===== src/rtl/uart_pkg.sv =====
// Shared types and range constants for the UART transmit path.
package uart_pkg;

  typedef enum logic [2:0] {
    IDLE,
    SYNC,
    START,
    DATA,
    PARITY,
    STOP
  } tx_state_e;

  localparam int unsigned DATA_BITS_MIN = 5;
  localparam int unsigned DATA_BITS_MAX = 9;
  localparam int unsigned STOP_BITS_MIN = 1;
  localparam int unsigned STOP_BITS_MAX = 2;

  // Wide enough to index any legal payload bit
  localparam int unsigned BIT_CNT_W = $clog2(DATA_BITS_MAX);

endpackage


===== src/rtl/rise_detect.sv =====
// Single-cycle pulse on each rising edge of a clk-synchronous input.
module rise_detect (
  input  logic clk,
  input  logic rst,
  input  logic in,
  output logic pulse
);

  logic prev;

  // Reset high so an input already high at release does not look like an edge
  always_ff @(posedge clk) begin
    if (rst) prev <= 1'b1;
    else     prev <= in;
  end

  assign pulse = in & ~prev;

endmodule


===== src/rtl/uart_tx_serializer.sv =====
// UART frame serializer: start, LSB-first data, optional parity, stop bits,
// with every bit boundary aligned to a rising edge of the divided baud clock.
module uart_tx_serializer
  import uart_pkg::*;
#(
  parameter int unsigned DATA_BITS  = 8,
  parameter int unsigned PARITY_EN  = 0,
  parameter int unsigned PARITY_ODD = 0,
  parameter int unsigned STOP_BITS  = 1
) (
  input  logic                 clk,
  input  logic                 rst,
  input  logic                 baud_clk,
  input  logic [DATA_BITS-1:0] tx_data,
  input  logic                 tx_valid,
  output logic                 tx_ready,
  output logic                 tx,
  output logic                 busy
);

  localparam int unsigned CNT_W = BIT_CNT_W;

  tx_state_e            state;
  logic [DATA_BITS-1:0] shreg;
  logic [CNT_W-1:0]     bit_cnt;
  logic                 stop_cnt;
  logic                 parity;
  logic                 tick;

  rise_detect u_baud_rise (
    .clk   (clk),
    .rst   (rst),
    .in    (baud_clk),
    .pulse (tick)
  );

  // Frame sequencer; tx only changes on a baud tick, except on reset
  always_ff @(posedge clk) begin
    if (rst) begin
      state    <= IDLE;
      tx       <= 1'b1;
      shreg    <= '0;
      bit_cnt  <= '0;
      stop_cnt <= 1'b0;
      parity   <= 1'b0;
    end else begin
      case (state)
        IDLE: begin
          tx <= 1'b1;
          if (tx_valid) begin
            shreg  <= tx_data;
            parity <= (^tx_data) ^ 1'(PARITY_ODD);
            state  <= SYNC;
          end
        end
        SYNC: begin
          if (tick) begin
            tx    <= 1'b0;
            state <= START;
          end
        end
        START: begin
          if (tick) begin
            tx      <= shreg[0];
            shreg   <= shreg >> 1;
            bit_cnt <= '0;
            state   <= DATA;
          end
        end
        DATA: begin
          if (tick) begin
            if (bit_cnt == CNT_W'(DATA_BITS - 1)) begin
              if (PARITY_EN != 0) begin
                tx    <= parity;
                state <= PARITY;
              end else begin
                tx       <= 1'b1;
                stop_cnt <= 1'b0;
                state    <= STOP;
              end
            end else begin
              tx      <= shreg[0];
              shreg   <= shreg >> 1;
              bit_cnt <= bit_cnt + CNT_W'(1);
            end
          end
        end
        PARITY: begin
          if (tick) begin
            tx       <= 1'b1;
            stop_cnt <= 1'b0;
            state    <= STOP;
          end
        end
        STOP: begin
          if (tick) begin
            if (stop_cnt == 1'(STOP_BITS - 1)) begin
              tx    <= 1'b1;
              state <= IDLE;
            end else begin
              stop_cnt <= 1'b1;
            end
          end
        end
        default: begin
          tx    <= 1'b1;
          state <= IDLE;
        end
      endcase
    end
  end

  assign tx_ready = (state == IDLE);
  assign busy     = (state != IDLE);

endmodule


===== config.mk =====
export PLATFORM = sky130hd
export DESIGN_NAME = uart_tx_serializer
export DESIGN_NICKNAME = d
export VERILOG_FILES = /design/src/rtl/uart_pkg.sv /design/src/rtl/rise_detect.sv /design/src/rtl/uart_tx_serializer.sv
export SDC_FILE = /design/constraint.sdc
export NUM_CORES = 1
export LEC_CHECK = 0
export ABC_AREA = 0
export CORE_UTILIZATION = 45
export DETAILED_ROUTE_END_ITERATION = 7
export GPL_TIMING_DRIVEN = 1
export PLACE_DENSITY = 0.78
export SLEW_MARGIN = 25
export SYNTH_ARGS = -nofsm -noshare
export SYNTH_HDL_FRONTEND = slang
export SYNTH_SLANG_ARGS = --single-unit

===== constraint.sdc =====
create_clock -name clk -period 1.6 [get_ports clk]
set_input_delay 0.32 -clock clk [delete_from_list [all_inputs] [get_ports clk]]
set_output_delay 0.32 -clock clk [all_outputs]
set_load 0.005 [all_outputs]

==> results.yml <==
layout:
  stdcell_count: 156
  most-common-layout-cells: "nand2_1 (21), dfxtp_1 (12), clkdlybuf4s50_1 (12), buf_4 (12), nor2_1 (7)"
  area_delta_synth_final_pct: 42.2
  finalInstanceArea_um2: 1300
  drive_gt1_share_pct: 35.1
  diodes: 0
  num-fill-cells: 153
  fin_nets: 145
  layout_commonest_cell: "nand2_1"
synth:
  synthesis.nets: 114
  yosysTopAreaCellShare_pct: 37.2
  synth_ff_type: "dfxtp_1"
  synth.avg_cell_area_um2: 9.07
  yosysSeqAreaShare_pct: 37.2
  async_flop_share_pct: 0
  yosysUniqueCellTypes: 34
  postSynthCellCount: 101
  netlist.top_cell.by_area: "dfxtp_1"
  ys_ff_latch: 17
  synth_area_leaders: "dfxtp_1 (37%), nand2_1 (8.6%), a311oi_1 (5.7%)"
  ys_warn_count: 0
  synth-edff-count: 0
  syn_area_um2: 916
route:
  route.detailed.drc: 0
  antenna_left: 0
  wl_per_cell_um: 14.0
  drt_iter0_markers: 14
  vias: 841
  dr.max_layer_used: "met4"
  drtPass1Iterations: 4
  vias_per_cell: 5.39
  met2_length_um: 1240
  wl_met1_um: 878
  wirelength_um: 2190
  wl_met3_um: 45
worst_setup_path:
  crit_slowest_cell: "dfxtp_4"
  rr_startpoint: "state[0]"
  critical_path_buf_inv_count: 2
  critical-path-max-stage-delay_ns: 0.37
  cp.required_ns: 1.80
  arrival_ns: 1.76
  critPathLaunchType: "register"
  path_delay_family: "compound AO/OA/AOI/OAI gates"
  r2r_end: "shreg[3]"
  r2r_cells: 6
  critPathKind: "reg -> reg"
  path_cells: "buf_6, nor4b_4, a2bb2oi_4, buf_12, nor2_1, a311oi_1"
  cp.depth: 6
  reg2reg_slack_ns: 0.03
  critical_path_peak_fanout: 8
  end_kind: "register"
floorplan:
  core_area_um2: 1820
  start_util_pct: 50.3
  num_rows: 15
  die-width_um: 47.1
  top_level_ports: 15
  die_h_um: 47.1
  die-area_um2: 2220
clock_tree:
  clk_path_buf_depth: 2
  cts_tree: "done"
  cts.hold.buffers_added: 0
  worst_skew_pair.late_latency_ns: 0.29
  h-tree-depth: 1
  cts.sinks: 17
  root_buffer: "clkbuf_4"
  numCtsBuffers: 3
  path_clk_slew_ns: 0.11
global_route:
  first_global_vias: 803
  antenna_found_initial: 0
  grt-ovfl-total: 0
  grt_max_degree: 18
  grt_usage_pct: 20.9
  grt_pass1_wl_um: 3240
hold_path:
  hold_class: "reg -> reg"
  worstHoldStart: "shreg[2]"
  hold_depth: 2
  hold_end: "shreg[1]"
placed_design:
  place_inst: 144
  dpl.hpwl_um: 1380
  routabilityCongestion: 0.855
  port_buffers: 14
  place_area_um2: 1130
  place_ws_ns: -0.356
sta:
  finalHoldViolCount: 0
  final.setup.tns_ns: 0
  worst_slew_pin_slew_ns: 0.486
  slew_headroom_pct: 66.7
  final.setup.worst_slack_ns: 0.0342
  period_share_pct: 97.9
  final-setup-viol-count: 0
  finalCriticalPeriod_ns: 1.57
  drv_slew: 0
  final.setup_skew_ns: 0.00932
  timing.fmax_mhz: 639
run_status:
  run_status: "completed"
power:
  ir_drop_uv: 484
  total_power_mw: 0.890
  cellPowerDensity_nw_per_um2: 683
  leakagePower_nw: 0.527
flow_run:
  max-cap-violations: 0
==> worst max path at each step <==
| stage | startpoint | to |
|---|---|---|
| CTS | state[0] | shreg[5] |
| detailed placement | baud_clk | state[1] |
| global route | state[0] | shreg[5] |
| floorplan | bit_cnt[0] | bit_cnt[3] |
| finish | state[0] | shreg[3] |
| global placement | baud_clk | bit_cnt[3] |
==> synth_stat cells (2+ instances only) <==
master	number
a311oi_2	2
a311oi_1	6
a2111oi_0	2
nand2_1	21
buf_2	2
nand2b_1	2
clkbuf_1	2
inv_1	2
buf_6	3
a21oi_1	6
a31oi_1	2
dfxtp_1	17
nand3_1	3
nor2_1	9
nor3_1	3
==> power by group <==
part	total, mW	switching, mW	internal (mW)
clock network	0.236	0.143	0.0928
registers	0.459	0.0137	0.446
logic	0.194	0.0778	0.116
==> layer usage <==
| layer | GRT usage, % | up-vias |
|---|---|---|
| li1 | - | 424 |
| met1 | 22.9 | 398 |
| met2 | 38.6 | 17 |
| met3 | 4.23 | 2 |
| met4 | 9.14 | 0 |
| met5 | 0 | - |
==> final cells by class <==
cell class | count | area, µm² | share of cell area [%]
clock buffer | 3 | 22.5 | 1.73
timing repair buffer | 34 | 338 | 25.9
multi-input combinational | 74 | 547 | 42.0
inverter | 2 | 7.51 | 0.576
clock inverter | 1 | 5.00 | 0.384
sequential | 17 | 352 | 27.0
tap | 25 | 31.3 | 2.40
==> through the flow <==
step	utilization, %	hold slack [ns]
after floorplan	-	0.427
after global placement	62.1	0.459
after detailed placement	62.1	0.472
after CTS	66.9	0.489
after global routing	71.5	0.507
final	71.5	0.487
==> state kept, by name (all words and copies together) (netlist names) <==
name / count
u_baud_rise.prev: 1
tx: 1
bit_cnt: 4
shreg: 8
state: 3
==> what timing repair did <==
| action | in CTS | in global routing |
|---|---|---|
| gates cloned | 0 | 1 |
| buffers inserted | 5 | 2 |
| gates resized for setup | 10 | 16 |
| setup endpoints to repair | 4 | 11 |
| pin swaps | 3 | 12 |
==> logic make-up after synthesis <==
group / after synthesis / synth area share, %
simple gates: 49 / 31.4
compound gates: 24 / 22.8
fa+ha+maj: 1 / 1.37
flops: 17 / 37.2
buf+inv: 10 / 7.24
==> worst min-delay path, cell delays in order, from the launching register on <==
cell and delay, ns:
dfxtp_1 0.32, nand2_1 0.06, a311oi_1 0.07
No activity file was read; power rests on OpenSTA's default activity.
